[config.mk]
export PLATFORM = sky130hd
export DESIGN_NAME = mem_port_arbiter_flat
export DESIGN_NICKNAME = d
export VERILOG_FILES = /design/src/rtl/mem_port_arbiter_pkg.sv /design/src/rtl/mem_port_arbiter_if.sv /design/src/rtl/mem_port_arbiter_rr_pick2.sv /design/src/rtl/mem_port_arbiter.sv /design/src/flat_wrapper.sv
export SDC_FILE = /design/constraint.sdc
export NUM_CORES = 1
export LEC_CHECK = 0
export BUFFER_PORTS_ARGS = -buffer_cell sky130_fd_sc_hd__buf_2
export CELL_PAD_IN_SITES_DETAIL_PLACEMENT = 0
export CELL_PAD_IN_SITES_GLOBAL_PLACEMENT = 1
export CORE_MARGIN = 4
export CORE_UTILIZATION = 23
export CTS_CLUSTER_SIZE = 16
export DETAILED_ROUTE_END_ITERATION = 6
export PLACE_DENSITY_LB_ADDON = 0.1
export SYNTH_ARGS = -nofsm -noshare
export SYNTH_HDL_FRONTEND = slang
export SYNTH_SLANG_ARGS = --single-unit
[constraint.sdc]
create_clock -name clock -period 2.5 [get_ports clock]
set_input_delay 0.125 -clock clock [delete_from_list [all_inputs] [get_ports clock]]
set_output_delay 0.125 -clock clock [all_outputs]
set_load 0.01 [all_outputs]
[src/rtl/mem_port_arbiter_pkg.sv]
// Shared types and helpers for the two-port data-memory arbiter.
// Owner encoding is used by both the top level and the next-owner chooser.
package mem_port_arbiter_pkg;

  localparam int ADDR_W_DEF = 8;
  localparam int DATA_W_DEF = 8;

  typedef enum logic [1:0] {
    OWN_NONE = 2'd0,
    OWN_P0   = 2'd1,
    OWN_P1   = 2'd2
  } owner_e;

  function automatic logic [1:0] owner_to_gnt(input owner_e owner);
    logic [1:0] gnt;
    gnt = 2'b00;
    if (owner == OWN_P0) gnt = 2'b01;
    if (owner == OWN_P1) gnt = 2'b10;
    return gnt;
  endfunction

  function automatic owner_e port_to_owner(input logic port);
    return port ? OWN_P1 : OWN_P0;
  endfunction

endpackage

[src/rtl/mem_port_arbiter_if.sv]
// Requester-side and memory-side bundle for the arbiter.
// The slave modport is the arbiter's view; master is the requesters plus memory.
interface mem_port_arbiter_if #(
  parameter int ADDR_W = mem_port_arbiter_pkg::ADDR_W_DEF,
  parameter int DATA_W = mem_port_arbiter_pkg::DATA_W_DEF
);

  logic [1:0]        req;
  logic [1:0]        lock;
  logic [1:0]        we;
  logic [ADDR_W-1:0] addr0;
  logic [ADDR_W-1:0] addr1;
  logic [DATA_W-1:0] wdata0;
  logic [DATA_W-1:0] wdata1;
  logic [1:0]        gnt;
  logic [1:0]        rvalid;
  logic [DATA_W-1:0] rdata;
  logic [ADDR_W-1:0] mem_addr;
  logic [DATA_W-1:0] mem_wdata;
  logic              mem_wren;
  logic              mem_rden;
  logic [DATA_W-1:0] mem_q;

  modport slave (
    input  req, lock, we, addr0, addr1, wdata0, wdata1, mem_q,
    output gnt, rvalid, rdata, mem_addr, mem_wdata, mem_wren, mem_rden
  );

  modport master (
    output req, lock, we, addr0, addr1, wdata0, wdata1, mem_q,
    input  gnt, rvalid, rdata, mem_addr, mem_wdata, mem_wren, mem_rden
  );

endinterface

[src/rtl/mem_port_arbiter_rr_pick2.sv]
// Combinational next-owner chooser: locked owner retention with a hold cap,
// then round-robin between two requesters, then the single requester.
module rr_pick2
  import mem_port_arbiter_pkg::*;
#(
  parameter int MAX_HOLD = 4
) (
  input  logic [1:0] req,
  input  logic [1:0] lock,
  input  owner_e     owner,
  input  logic       last_served,
  input  logic [3:0] hold_cnt,
  output owner_e     next_owner
);

  localparam logic [3:0] HOLD_LIMIT = 4'(MAX_HOLD - 1);

  logic own_idx;
  logic other_idx;
  logic keep;

  always_comb begin
    own_idx    = (owner == OWN_P1);
    other_idx  = ~own_idx;
    keep       = 1'b0;
    next_owner = OWN_NONE;

    // The cap only bites while the other port is actually waiting.
    if (owner != OWN_NONE) begin
      keep = req[own_idx] & lock[own_idx] &
             ((hold_cnt < HOLD_LIMIT) | ~req[other_idx]);
    end

    if (keep) begin
      next_owner = owner;
    end else if (req == 2'b11) begin
      next_owner = port_to_owner(~last_served);
    end else if (req[0]) begin
      next_owner = OWN_P0;
    end else if (req[1]) begin
      next_owner = OWN_P1;
    end
  end

endmodule

[src/rtl/mem_port_arbiter.sv]
// Two-port arbiter for the single-port data memory: registered grant,
// combinational memory-side mux, and one-cycle read-valid return.
module mem_port_arbiter
  import mem_port_arbiter_pkg::*;
#(
  parameter int MAX_HOLD = 4
) (
  input logic               clock,
  input logic               reset,
  mem_port_arbiter_if.slave bus
);

  owner_e     owner_q;
  owner_e     owner_d;
  logic       last_served_q;
  logic       last_served_d;
  logic [3:0] hold_cnt_q;
  logic [3:0] hold_cnt_d;
  logic [1:0] rd_pend_q;
  logic [1:0] rd_pend_d;

  logic       own_idx;
  logic       access;
  logic       last_served_eff;
  owner_e     pick_owner;

  // An access this cycle counts as served now, so the tie-break already
  // sees it and two unlocked requesters alternate every cycle.
  always_comb begin
    own_idx         = (owner_q == OWN_P1);
    access          = (owner_q != OWN_NONE) & bus.req[own_idx];
    last_served_eff = access ? own_idx : last_served_q;
  end

  rr_pick2 #(
    .MAX_HOLD (MAX_HOLD)
  ) u_pick (
    .req         (bus.req),
    .lock        (bus.lock),
    .owner       (owner_q),
    .last_served (last_served_eff),
    .hold_cnt    (hold_cnt_q),
    .next_owner  (pick_owner)
  );

  always_comb begin
    owner_d       = pick_owner;
    last_served_d = last_served_eff;
    hold_cnt_d    = hold_cnt_q;
    rd_pend_d     = 2'b00;

    if ((pick_owner == OWN_NONE) || (pick_owner != owner_q)) begin
      hold_cnt_d = 4'd0;
    end else if (access && (hold_cnt_q != 4'hF)) begin
      hold_cnt_d = hold_cnt_q + 4'd1;
    end

    if (access && !bus.we[own_idx]) begin
      rd_pend_d[own_idx] = 1'b1;
    end
  end

  always_comb begin
    bus.gnt       = owner_to_gnt(owner_q);
    bus.rvalid    = rd_pend_q;
    bus.rdata     = bus.mem_q;
    bus.mem_addr  = '0;
    bus.mem_wdata = '0;
    bus.mem_wren  = 1'b0;
    bus.mem_rden  = 1'b0;

    if (owner_q != OWN_NONE) begin
      bus.mem_addr  = own_idx ? bus.addr1 : bus.addr0;
      bus.mem_wdata = own_idx ? bus.wdata1 : bus.wdata0;
      bus.mem_wren  = access & bus.we[own_idx];
      bus.mem_rden  = access & ~bus.we[own_idx];
    end
  end

  always_ff @(posedge clock or posedge reset) begin
    if (reset) begin
      owner_q       <= OWN_NONE;
      last_served_q <= 1'b1;
      hold_cnt_q    <= 4'd0;
      rd_pend_q     <= 2'b00;
    end else begin
      owner_q       <= owner_d;
      last_served_q <= last_served_d;
      hold_cnt_q    <= hold_cnt_d;
      rd_pend_q     <= rd_pend_d;
    end
  end

endmodule

[src/flat_wrapper.sv]
// flat-port wrapper written by rule: the top's interface ports become plain ports
module mem_port_arbiter_flat import mem_port_arbiter_pkg::*;
#(
  parameter int MAX_HOLD = 4
)
  (clock, reset, bus_req, bus_lock, bus_we, bus_addr0, bus_addr1, bus_wdata0, bus_wdata1, bus_mem_q, bus_gnt, bus_rvalid, bus_rdata, bus_mem_addr, bus_mem_wdata, bus_mem_wren, bus_mem_rden);
  mem_port_arbiter_if #(.ADDR_W(8), .DATA_W(8)) bus_i ();
  input logic clock;
  input logic reset;
  input wire logic [$bits(bus_i.req)-1:0] bus_req;
  input wire logic [$bits(bus_i.lock)-1:0] bus_lock;
  input wire logic [$bits(bus_i.we)-1:0] bus_we;
  input wire logic [$bits(bus_i.addr0)-1:0] bus_addr0;
  input wire logic [$bits(bus_i.addr1)-1:0] bus_addr1;
  input wire logic [$bits(bus_i.wdata0)-1:0] bus_wdata0;
  input wire logic [$bits(bus_i.wdata1)-1:0] bus_wdata1;
  input wire logic [$bits(bus_i.mem_q)-1:0] bus_mem_q;
  output wire logic [$bits(bus_i.gnt)-1:0] bus_gnt;
  output wire logic [$bits(bus_i.rvalid)-1:0] bus_rvalid;
  output wire logic [$bits(bus_i.rdata)-1:0] bus_rdata;
  output wire logic [$bits(bus_i.mem_addr)-1:0] bus_mem_addr;
  output wire logic [$bits(bus_i.mem_wdata)-1:0] bus_mem_wdata;
  output wire logic [$bits(bus_i.mem_wren)-1:0] bus_mem_wren;
  output wire logic [$bits(bus_i.mem_rden)-1:0] bus_mem_rden;
  assign bus_i.req = bus_req;
  assign bus_i.lock = bus_lock;
  assign bus_i.we = bus_we;
  assign bus_i.addr0 = bus_addr0;
  assign bus_i.addr1 = bus_addr1;
  assign bus_i.wdata0 = bus_wdata0;
  assign bus_i.wdata1 = bus_wdata1;
  assign bus_i.mem_q = bus_mem_q;
  assign bus_gnt = bus_i.gnt;
  assign bus_rvalid = bus_i.rvalid;
  assign bus_rdata = bus_i.rdata;
  assign bus_mem_addr = bus_i.mem_addr;
  assign bus_mem_wdata = bus_i.mem_wdata;
  assign bus_mem_wren = bus_i.mem_wren;
  assign bus_mem_rden = bus_i.mem_rden;
  mem_port_arbiter #(.MAX_HOLD(MAX_HOLD)) u_core (.clock(clock), .reset(reset), .bus(bus_i));
endmodule
==> results by group <==
Clock tree
  • Post-CTS Setup Inserts: 0
  • Root Buffer: clkbuf_4
  • Deepest clock path buffer count: 2
  • Worst-path clk slew: 60 ps
  • Post-cts gate resize count: 0
  • Clock Sinks: 9
  • Num CTS Buffers: 3
  • TritonCTS clock tree: yes
  • H-tree depth: 1
  • Worst skew pair latency: 260 ps
  • CTS Hold Buffers Added: 1

Timing
  • Post-layout min period: 2060 ps
  • Worst-margin pin slew: 414 ps
  • Unrepaired setup endpoints after global routing: false
  • Final number of hold-violating endpoints: 0
  • Fin crit share: 82.6%
  • Setup-failing EPs final: 0
  • Setup Skew: 4.48 ps
  • Final Max Tran Viols: 0
  • F_max: 484 MHz
  • Setup TNS: 0 ps
  • Slew margin rel.: 72.4%

Global routing
  • Total track usage: 10.2%
  • Global-route wire length before repair: 3.62 mm
  • Vias in the first global route: 825
  • Initial antenna violation count: 0
  • Grt total ovfl: 0
  • Pin count of the biggest net entering global routing: 24

Drt
  • Drt via density: 4.52
  • Routed WL per cell: 12.3 µm
  • Remaining DRCs: 0
  • Vias: 890
  • Detail Route Antenna Nets: 0
  • Final wirelength: 2.43 mm
  • DR pass1 iterations: 4
  • Initial DRC Count: 17

Power
  • Clock power share: 20.1%
  • Sequential share of power: 32.5%
  • Pwr/cell area: 515 mW/mm²
  • Sw Ratio: 38.5%
  • Leakage: 0.614 nW
  • Final Power: 0.000577 W
  • Internal power: 0.000355 W
  • Switching power: 0.000222 W
  • Combinational share of power: 47.3%
  • Peak supply drop: 0.000184 V

Layout
  • Layout cell share with drive strength beyond 1: 48.3%
  • N_diodes: 0
  • Nets@finish: 201
  • Final instance area: 0.00112 mm²
  • Area Overhead vs Synth: 39.2%

Die
  • Die Height: 67.1 µm
  • Io pins: 78
  • Starting Density: 23.9%
  • Die W: 67.1 µm
  • Core footprint: 0.00336 mm²
  • # rows: 21
  • Die Area: 0.00451 mm²

Yosys
  • Syn Std Cell Area: 805 µm²
  • Share of the synthesized area in the top cell type: 24.9%
  • FF+latch count, synth: 9
  • Commonest cells in the netlist: nand2_1, a22o_1, buf_4
  • Seq/Total Area, Yosys: 28.1%
  • Post-synth EDFFs: 0
  • Synthesis Warnings: 0
  • Ranking of synthesized cells by area: dfrtp_1, a22o_1, buf_4, nand2_1, o21ai_0
  • Dominant cell by count in the synthesized netlist: nand2_1
  • Cells after Synth: 99
  • Synth area leader: dfrtp_1
  • Net Count, Synth: 148
  • Syn_area_per_cell: 8.13 µm²
  • Share of synthesized registers carrying an async set or reset: 100%
  • Top FF cell, synth: dfrtp_1
  • Synth cell types: 36

Outcome
  • Status: complete, no violations

Place
  • Input/output buffers: 61
  • GP Congestion: 0.775
  • Hpwl dp: 1.95 mm
  • Placement Cell Area: 0.00108 mm²

Hold path
  • Hold crit path type: input port to flop

Critical path
  • Crit path kind: flop to output pin
  • Worst EP arrival: 1940 ps
  • Setup crit start kind: flop
  • WP data required: 2380 ps
  • Crit. End Element: output pin
  • Worst-path fanout max: 14

Job
  • Max_cap viols: 0
-- cells in the final DEF (no fill, tap or decap), types with 2 or more instances in the layout --
cell / netlist / layout
o21ai_0: 7 / 7
dfrtp_1: 8 / 8
a22o_1: 10 / 10
mux2i_1: 2 / 2
nor2b_1: 2 / 2
inv_1: 2 / 2
clkbuf_4: 0 / 3
nand3_1: 2 / 2
a211oi_1: 2 / 2
a32oi_1: 2 / 2
a21oi_1: 4 / 4
nand2_1: 17 / 17
buf_2: 1 / 61
nor2_1: 6 / 6
-- power by group through the flow --
stage	sequential, W	combinational (W)	clock (W)
6_report	0.000188	0.000273	0.000116
3_5_place_dp	0.000191	0.000275	0
3_3_place_gp	0.000189	0.000278	0
4_1_cts	0.000188	0.000277	0.000122
2_1_floorplan	0.000177	0.000196	0
5_1_grt	0.000193	0.000306	0.000131
-- layout make-up --
cell class              count  area (µm²)
repair buffers             63         323
flip-flops and latches      9         226
well taps                  46        57.6
multi-input cells          72         475
clock buffers               4        26.3
inverters                   3        11.3
fillers                   385        2240
-- routing by layer --
metal  share of wire, %  vias up  GRT usage (%)
li1                   -      453              -
met1                 42      395           12.6
met2                 47       34           16.4
met3                9.3        8           2.83
met4                1.3        0           4.30
met5                  0        -              0
-- sequential cells by signal (all words and copies together), names as in the netlist --
| signal | count |
|---|---|
| u_core.last_served_q | 1 |
| u_core.bus.rvalid | 2 |
| u_core.owner_q | 2 |
| u_core.hold_cnt_q | 4 |
-- stage by stage --
stage / worst slack [ps] / hold WS, ps / std cells / utilization, %
after floorplan: 612 / -47.8 / 99 / -
after global placement: 564 / 117 / 192 / 32.2
after detailed placement: 548 / 126 / 192 / 32.2
after CTS: 412 / 18.9 / 197 / 33.3
after global routing: 266 / 17.1 / 197 / 33.3
final: 435 / 26.7 / 197 / 33.3
-- logic make-up (layout without fill, tap and decap cells) --
kind of cell    count (synthesis)  after routing  share of synthesized area (%)
xor+xnor                        1              1                           1.09
simple gates                   34             34                           20.4
compound gates                 33             33                           31.7
mux                             3              3                           4.35
buf+inv                        18             70                           12.8
fa+ha+maj                       1              1                           1.55
flops                           9              9                           28.1
-- worst paths after layout --
check,start,endpoint,slack [ps],cells after the start
max,u_core.owner_q[1],bus_mem_rden,440,5
min,bus_we[0],u_core.bus.rvalid[0],30,2
max reg2reg,u_core.hold_cnt_q[0],u_core.owner_q[1],530,5
min reg2reg,u_core.last_served_q,u_core.last_served_q,490,1
max in group asynchronous,reset,u_core.last_served_q,1830,3
min in group asynchronous,reset,u_core.hold_cnt_q[3],370,3
-- critical path, cell delays in order (launching register included) --
cell and delay (ps):
dfrtp_1 590, or2b_1 350, inv_2 220, mux2i_1 250, and2_1 140, buf_2 120
No activity file was read; power rests on OpenSTA's default activity.
